--- config.mk ---
export PLATFORM = sky130hd
export DESIGN_NAME = df_tile_ptr_gen
export DESIGN_NICKNAME = d
export VERILOG_FILES = /design/src/rtl/df_ctrl_pkg.sv /design/src/rtl/df_ptr_level_acc.sv /design/src/rtl/df_tile_ptr_gen.sv
export SDC_FILE = /design/constraint.sdc
export NUM_CORES = 2
export LEC_CHECK = 0
export BUFFER_PORTS_ARGS = -buffer_cell sky130_fd_sc_hd__clkbuf_2
export CAP_MARGIN = 25
export CORE_MARGIN = 2
export CORE_UTILIZATION = 28
export CTS_CLUSTER_SIZE = 28
export DETAILED_ROUTE_END_ITERATION = 16
export PLACE_DENSITY_LB_ADDON = 0.1
export SYNTH_ARGS = -nofsm -noshare
export SYNTH_HDL_FRONTEND = slang
export SYNTH_SLANG_ARGS = --single-unit
--- constraint.sdc ---
create_clock -name i_clk -period 7 [get_ports i_clk]
set_clock_uncertainty 0.15 [all_clocks]
set_input_delay 0 -clock i_clk [delete_from_list [all_inputs] [get_ports i_clk]]
set_output_delay 0 -clock i_clk [all_outputs]
set_load 0.05 [all_outputs]
--- src/rtl/df_ctrl_pkg.sv ---
// Shared dataflow-controller types: loop order, tile pointer generator states,
// and the mapping from loop-nest level (0 = innermost) to tile dimension.
package df_ctrl_pkg;

  typedef enum logic {LOOP_C_INNER, LOOP_X_INNER} LoopOrder;

  typedef enum logic [1:0] {TPG_IDLE, TPG_EMIT, TPG_DONE} TilePtrGenState;

  typedef enum logic [1:0] {DIM_X, DIM_Y, DIM_K, DIM_C} LoopDim;

  localparam int NUM_LVL = 4;

  // k is always outermost; the order bit only reshuffles the three inner levels.
  function automatic LoopDim dim_at_level(LoopOrder ord, logic [1:0] lvl);
    LoopDim d;
    if (ord == LOOP_C_INNER) begin
      case (lvl)
        2'd0:    d = DIM_C;
        2'd1:    d = DIM_X;
        2'd2:    d = DIM_Y;
        default: d = DIM_K;
      endcase
    end else begin
      case (lvl)
        2'd0:    d = DIM_X;
        2'd1:    d = DIM_Y;
        2'd2:    d = DIM_C;
        default: d = DIM_K;
      endcase
    end
    return d;
  endfunction

endpackage

--- src/rtl/df_ptr_level_acc.sv ---
// Per-operand level-pointer stack: one register per loop level, loaded with the
// base on start and advanced incrementally; the innermost register is the tile pointer.
module df_ptr_level_acc
  import df_ctrl_pkg::*;
#(
  parameter int ADDR_W = 24
) (
  input  logic                             clk,
  input  logic                             rstn,
  input  logic                             load,
  input  logic [ADDR_W-1:0]                base,
  input  logic                             adv,
  input  logic [1:0]                       adv_lvl,
  input  logic [NUM_LVL-1:0][ADDR_W-1:0]   step,
  output logic [ADDR_W-1:0]                ptr
);

  logic [NUM_LVL-1:0][ADDR_W-1:0] p;
  logic [ADDR_W-1:0]              nxt;

  assign nxt = p[adv_lvl] + step[adv_lvl];
  assign ptr = p[0];

  // Advancing level L reloads every inner level with the new p[L].
  always_ff @(posedge clk) begin
    if (!rstn) begin
      p <= '0;
    end else if (load) begin
      p <= {NUM_LVL{base}};
    end else if (adv) begin
      for (int l = 0; l < NUM_LVL; l++)
        if (2'(l) <= adv_lvl) p[l] <= nxt;
    end
  end

endmodule

--- src/rtl/df_tile_ptr_gen.sv ---
// Tile-loop sequencer: walks the x/y/k/c tile nest and emits one pointer descriptor
// per tile over valid/ready. Optional stall counter under DF_TILE_PTR_PERF_EN.
module df_tile_ptr_gen
  import df_ctrl_pkg::*;
#(
  parameter int IDX_W  = 12,
  parameter int ADDR_W = 24
) (
  input  logic              i_clk,
  input  logic              i_rstn,
  input  logic              i_start,
  input  logic              i_loop_order,
  input  logic [IDX_W-1:0]  i_x_lim,
  input  logic [IDX_W-1:0]  i_y_lim,
  input  logic [IDX_W-1:0]  i_k_lim,
  input  logic [IDX_W-1:0]  i_c_lim,
  input  logic [ADDR_W-1:0] i_psums_base,
  input  logic [ADDR_W-1:0] i_ifmaps_base,
  input  logic [ADDR_W-1:0] i_weights_base,
  input  logic [ADDR_W-1:0] i_psums_x_step,
  input  logic [ADDR_W-1:0] i_psums_y_step,
  input  logic [ADDR_W-1:0] i_psums_k_step,
  input  logic [ADDR_W-1:0] i_ifmaps_x_step,
  input  logic [ADDR_W-1:0] i_ifmaps_y_step,
  input  logic [ADDR_W-1:0] i_ifmaps_c_step,
  input  logic [ADDR_W-1:0] i_weights_k_step,
  input  logic [ADDR_W-1:0] i_weights_c_step,
  output logic              o_busy,
  output logic              o_done,
  output logic              o_tile_valid,
  input  logic              i_tile_ready,
  output logic [ADDR_W-1:0] o_psums_ptr,
  output logic [ADDR_W-1:0] o_ifmaps_ptr,
  output logic [ADDR_W-1:0] o_weights_ptr,
  output logic              o_first_c,
  output logic              o_last_c,
  output logic              o_last
`ifdef DF_TILE_PTR_PERF_EN
  , output logic [31:0]     o_stall_cnt
`endif
);

  TilePtrGenState state;
  LoopOrder       ord_in;

  logic [NUM_LVL-1:0][IDX_W-1:0]  lvl_idx, lvl_lim, lim_in;
  logic [NUM_LVL-1:0][ADDR_W-1:0] ps_step, if_step, wt_step;
  logic [NUM_LVL-1:0][ADDR_W-1:0] ps_step_in, if_step_in, wt_step_in;
  logic [1:0]                     c_lvl, c_lvl_in, adv_lvl;
  logic [NUM_LVL-1:0]             at_lim;
  logic                           all_last, hs, adv, load;

  assign ord_in = LoopOrder'(i_loop_order);
  assign load   = (state == TPG_IDLE) && i_start;
  assign hs     = o_tile_valid && i_tile_ready;
  assign adv    = hs && !all_last;

  // Re-index the per-dimension config by loop level; an operand lacking a dim steps by 0.
  always_comb begin
    lim_in     = '0;
    ps_step_in = '0;
    if_step_in = '0;
    wt_step_in = '0;
    c_lvl_in   = '0;
    for (int l = 0; l < NUM_LVL; l++) begin
      case (dim_at_level(ord_in, 2'(l)))
        DIM_X: begin
          lim_in[l]     = i_x_lim;
          ps_step_in[l] = i_psums_x_step;
          if_step_in[l] = i_ifmaps_x_step;
        end
        DIM_Y: begin
          lim_in[l]     = i_y_lim;
          ps_step_in[l] = i_psums_y_step;
          if_step_in[l] = i_ifmaps_y_step;
        end
        DIM_K: begin
          lim_in[l]     = i_k_lim;
          ps_step_in[l] = i_psums_k_step;
          wt_step_in[l] = i_weights_k_step;
        end
        default: begin
          lim_in[l]     = i_c_lim;
          if_step_in[l] = i_ifmaps_c_step;
          wt_step_in[l] = i_weights_c_step;
          c_lvl_in      = 2'(l);
        end
      endcase
    end
  end

  always_comb begin
    for (int l = 0; l < NUM_LVL; l++)
      at_lim[l] = (lvl_idx[l] == lvl_lim[l]);
  end

  assign all_last = &at_lim;

  // Innermost level that still has iterations left.
  always_comb begin
    adv_lvl = '0;
    for (int l = NUM_LVL - 1; l >= 0; l--)
      if (!at_lim[l]) adv_lvl = 2'(l);
  end

  assign o_first_c = o_tile_valid && (lvl_idx[c_lvl] == '0);
  assign o_last_c  = o_tile_valid && at_lim[c_lvl];
  assign o_last    = o_tile_valid && all_last;

  always_ff @(posedge i_clk) begin
    if (!i_rstn) begin
      state        <= TPG_IDLE;
      o_busy       <= 1'b0;
      o_done       <= 1'b0;
      o_tile_valid <= 1'b0;
      lvl_idx      <= '0;
      lvl_lim      <= '0;
      ps_step      <= '0;
      if_step      <= '0;
      wt_step      <= '0;
      c_lvl        <= '0;
    end else begin
      case (state)
        TPG_IDLE: begin
          o_done <= 1'b0;
          if (i_start) begin
            state        <= TPG_EMIT;
            o_busy       <= 1'b1;
            o_tile_valid <= 1'b1;
            lvl_idx      <= '0;
            lvl_lim      <= lim_in;
            ps_step      <= ps_step_in;
            if_step      <= if_step_in;
            wt_step      <= wt_step_in;
            c_lvl        <= c_lvl_in;
          end
        end
        TPG_EMIT: begin
          if (hs) begin
            if (all_last) begin
              state        <= TPG_DONE;
              o_tile_valid <= 1'b0;
              o_done       <= 1'b1;
            end else begin
              for (int l = 0; l < NUM_LVL; l++) begin
                if (2'(l) < adv_lvl)       lvl_idx[l] <= '0;
                else if (2'(l) == adv_lvl) lvl_idx[l] <= lvl_idx[l] + 1'b1;
              end
            end
          end
        end
        TPG_DONE: begin
          state  <= TPG_IDLE;
          o_done <= 1'b0;
          o_busy <= 1'b0;
        end
        default: begin
          state        <= TPG_IDLE;
          o_busy       <= 1'b0;
          o_done       <= 1'b0;
          o_tile_valid <= 1'b0;
        end
      endcase
    end
  end

  df_ptr_level_acc #(.ADDR_W(ADDR_W)) u_psums_acc (
    .clk(i_clk), .rstn(i_rstn), .load(load), .base(i_psums_base),
    .adv(adv), .adv_lvl(adv_lvl), .step(ps_step), .ptr(o_psums_ptr)
  );

  df_ptr_level_acc #(.ADDR_W(ADDR_W)) u_ifmaps_acc (
    .clk(i_clk), .rstn(i_rstn), .load(load), .base(i_ifmaps_base),
    .adv(adv), .adv_lvl(adv_lvl), .step(if_step), .ptr(o_ifmaps_ptr)
  );

  df_ptr_level_acc #(.ADDR_W(ADDR_W)) u_weights_acc (
    .clk(i_clk), .rstn(i_rstn), .load(load), .base(i_weights_base),
    .adv(adv), .adv_lvl(adv_lvl), .step(wt_step), .ptr(o_weights_ptr)
  );

`ifdef DF_TILE_PTR_PERF_EN
  always_ff @(posedge i_clk) begin
    if (!i_rstn)
      o_stall_cnt <= '0;
    else if (load)
      o_stall_cnt <= '0;
    else if (o_tile_valid && !i_tile_ready && (o_stall_cnt != 32'hFFFF_FFFF))
      o_stall_cnt <= o_stall_cnt + 32'd1;
  end
`endif

endmodule
==> impl_metrics.py <==
metrics = {
    "pwr": {
        "comb_power_share_pct": 21.1,
        "max-vdd-ir-drop_mv": 0.179,
        "seqPwrFrac_pct": 38.6,
        "power_density_nw_per_um2": 257,
        "internal_power_mw": 7.30,
        "p_switching_mw": 3.29,
        "clockPowerShare_pct": 40.3,
        "total_power_mw": 10.6,
        "power_leakage_nw": 17.1,
        "switching_share_pct": 31.1,
    },
    "global_routing": {
        "grt_pass1_vias": 30000,
        "grt_max_degree": 161,
        "antenna_found_initial": 19,
        "overflow": 0,
        "grt.total_usage_pct": 22.0,
        "grt_first_pass_wirelength_mm": 194,
    },
    "clock_network": {
        "clk_latency_ps": 650,
        "clock-sinks": 630,
        "post_cts_buffers": 0,
        "cts_buffers": 78,
        "clk_pin_slew_worst_paths_ps": 60,
        "root_buffer": "clkbuf_16",
        "cts_tree": "built",
        "clockBufferDepth": 3,
        "h-tree-depth": 3,
    },
    "worst_setup_path": {
        "worstSetupStartpointType": "flip-flop",
        "endpoint_kind": "flip-flop",
        "path_class": "flip-flop to flip-flop",
        "worstPathMaxFanout": 32,
        "worstPathRequired_ps": 7370,
        "arrival_ps": 7080,
    },
    "yosys": {
        "synth_common_cells": "dfxtp_1, nand2_1, nor2_1, a211oi_1, a21oi_1",
        "netlist_instances": 3862,
        "synth_area_leaders": "dfxtp_1, a211oi_1, nand2_1",
        "synth.distinct_cells": 76,
        "netlist_area_um2": 31400,
        "synth_top_area_share_pct": 40.1,
        "synth_most_common_cell": "dfxtp_1",
        "avgSynthCellArea_um2": 8.14,
        "synth_top_cell_by_area": "dfxtp_1",
        "synth_ff_type": "dfxtp_1",
        "ys_ff_latch": 630,
        "syn_nets": 4255,
        "ys_warn_count": 0,
        "synth-seq-area-share_pct": 40.1,
        "async_flop_share_pct": 0,
        "synth_edf_count": 0,
    },
    "place": {
        "gp_congestion": 0.846,
        "port_buffers": 394,
        "dpl.hpwl_mm": 87.6,
    },
    "hold_path": {
        "hp-class": "input port to flip-flop",
    },
    "timing": {
        "min_period_ps": 6710,
        "fin_setup_tns_ps": 0,
        "relSlewSlack_pct": 30.2,
        "period_share_pct": 95.8,
        "rsz0062_at_grt": "false",
        "worst_pin_slew_ps": 1050,
        "hold_violations": 0,
        "slew_violations": 0,
        "setup_viol": 0,
        "max_freq_mhz": 149,
    },
    "drt": {
        "first_pass_iters": 8,
        "wl_per_cell_um": 21.8,
        "drt_iter0_drc": 2182,
        "routed_wl_mm": 131,
        "antenna_left": 0,
        "viasPerCell": 5.13,
        "drc": 0,
        "vias": 30800,
    },
    "die": {
        "ioPinCount": 395,
        "die_height_um": 339,
        "rows": 122,
        "die-area_um2": 115000,
        "design.core.area_um2": 111000,
        "die_width_um": 339,
        "start_util_pct": 28.3,
    },
    "run_status": {
        "status": "completed",
    },
    "layout": {
        "nNetsFinal": 4840,
        "layout-drive-gt1-share_pct": 13.5,
        "syn_to_final_growth_pct": 31.3,
    },
    "run": {
        "cap_viol_max_count": 0,
    },
}
final cells by class:
type                            count  area, um^2
Fill cell                       11500       69700
Clock inverter                     23         337
Timing Repair Buffer              874        6880
Tap cell                         1488        1860
Sequential cell                   630       12600
Inverter                           42         165
Multi-Input combinational cell   2821       17000
Antenna cell                        9        22.5
Clock buffer                      116        2330
sequential cells by signal (all words and copies together), names as in the netlist:
register,count
ps_step,96
if_step,72
u_ifmaps_acc.p,72
u_psums_acc.p,72
u_weights_acc.p,72
wt_step,72
lvl_idx,48
lvl_lim,48
u_ifmaps_acc.ptr,24
u_psums_acc.ptr,24
u_weights_acc.ptr,24
state,2
c_lvl,1
o_busy,1
o_done,1
o_tile_valid,1
power groups by stage:
stage	registers [mW]	clock network [mW]	logic, mW
floorplan	4.08	0	1.43
global placement	4.16	0	2.02
detailed placement	4.16	0	2.02
CTS	4.08	4.38	2.23
global route	4.12	4.51	2.44
finish	4.09	4.27	2.23
metal layers:
metal | vias to the layer above | wire [um] | track usage [%]
li1 | 15100 | - | -
met1 | 14800 | 62800 | 31.0
met2 | 746 | 58300 | 34.4
met3 | 164 | 6660 | 3.66
met4 | 14 | 3170 | 6.41
met5 | - | 91 | 0
logic make-up after synthesis:
group / after synthesis / synth area share, %
and+or+nand+nor: 1289 / 17.6
buffers and inverters: 411 / 5.97
muxes: 178 / 5.67
DFF: 630 / 40.1
xor gates and xnor gates: 105 / 2.93
AOI/OAI and AO/OA: 1173 / 24.6
adders and majority gates: 76 / 3.10
critical path: stages (launching register included):
cell           delay (ps)
dfxtp_1               340
xor2_1                150
nor4_1                450
nand3_1               460
nand2_1               290
nand2_1               120
nand2_4               560
a21oi_1               160
nor2_1                390
ha_1                  380
a21o_1                200
a21oi_1               200
nand2_1                90
or4_1                 550
and3_1                210
o31a_1                380
a311o_1               340
a31oi_1               410
o211ai_1              170
dlygate4sd3_1         580
metrics by stage:
stage / hold WS (ps) / util (%) / instances / instance area [um^2] / setup slack (ps)
2_1_floorplan: -24.3 / - / 3862 / 31400 / 1970
3_3_place_gp: 78.8 / 30.8 / 5424 / 34200 / 804
3_5_place_dp: 82.9 / 30.8 / 5425 / 34200 / 780
4_1_cts: 0.377 / 37.1 / 5992 / 41200 / 273
5_1_grt: 28.0 / 37.2 / 6003 / 41300 / 8.12
6_report: 23.5 / 37.2 / 6003 / 41300 / 294
path summary, 6_finish.rpt:
path,to,startpoint,slack [ps],cells past startpoint
hold reg to reg,wt_step[68]$_SDFFE_PN0P_,wt_step[68]$_SDFFE_PN0P_,300,2
setup / recovery,u_weights_acc.p[70]$_SDFFE_PN0P_,lvl_idx[40]$_SDFFE_PN0P_,290,19
setup reg to reg,u_weights_acc.p[70]$_SDFFE_PN0P_,lvl_idx[40]$_SDFFE_PN0P_,290,19
hold / removal,ps_step[94]$_SDFFE_PN0P_,i_psums_k_step[22],20,4
timing repair:
action,CTS,global route
gates resized for setup,0,2
hold buffers,428,0
endpoints found under the setup margin,0,1
hold endpoints to repair,589,0
cell usage in the layout, fill, tap and decap left out, types with 35 or more instances in the layout:
master	Yosys	final
dfxtp_1	630	630
nand2_1	532	528
nor2_1	472	468
dlygate4sd3_1	0	428
clkbuf_2	0	392
a211oi_1	322	322
a21oi_1	282	281
mux2i_1	178	178
o21ai_0	152	152
a31oi_1	96	95
o22ai_1	89	89
xor2_1	88	88
nand3_1	86	86
clkbuf_16	0	82
ha_1	73	73
a22o_1	50	50
inv_1	42	41
nor3_1	40	38
and3_1	35	35
buf_4	77	35
No activity file was read; power rests on OpenSTA's default activity.
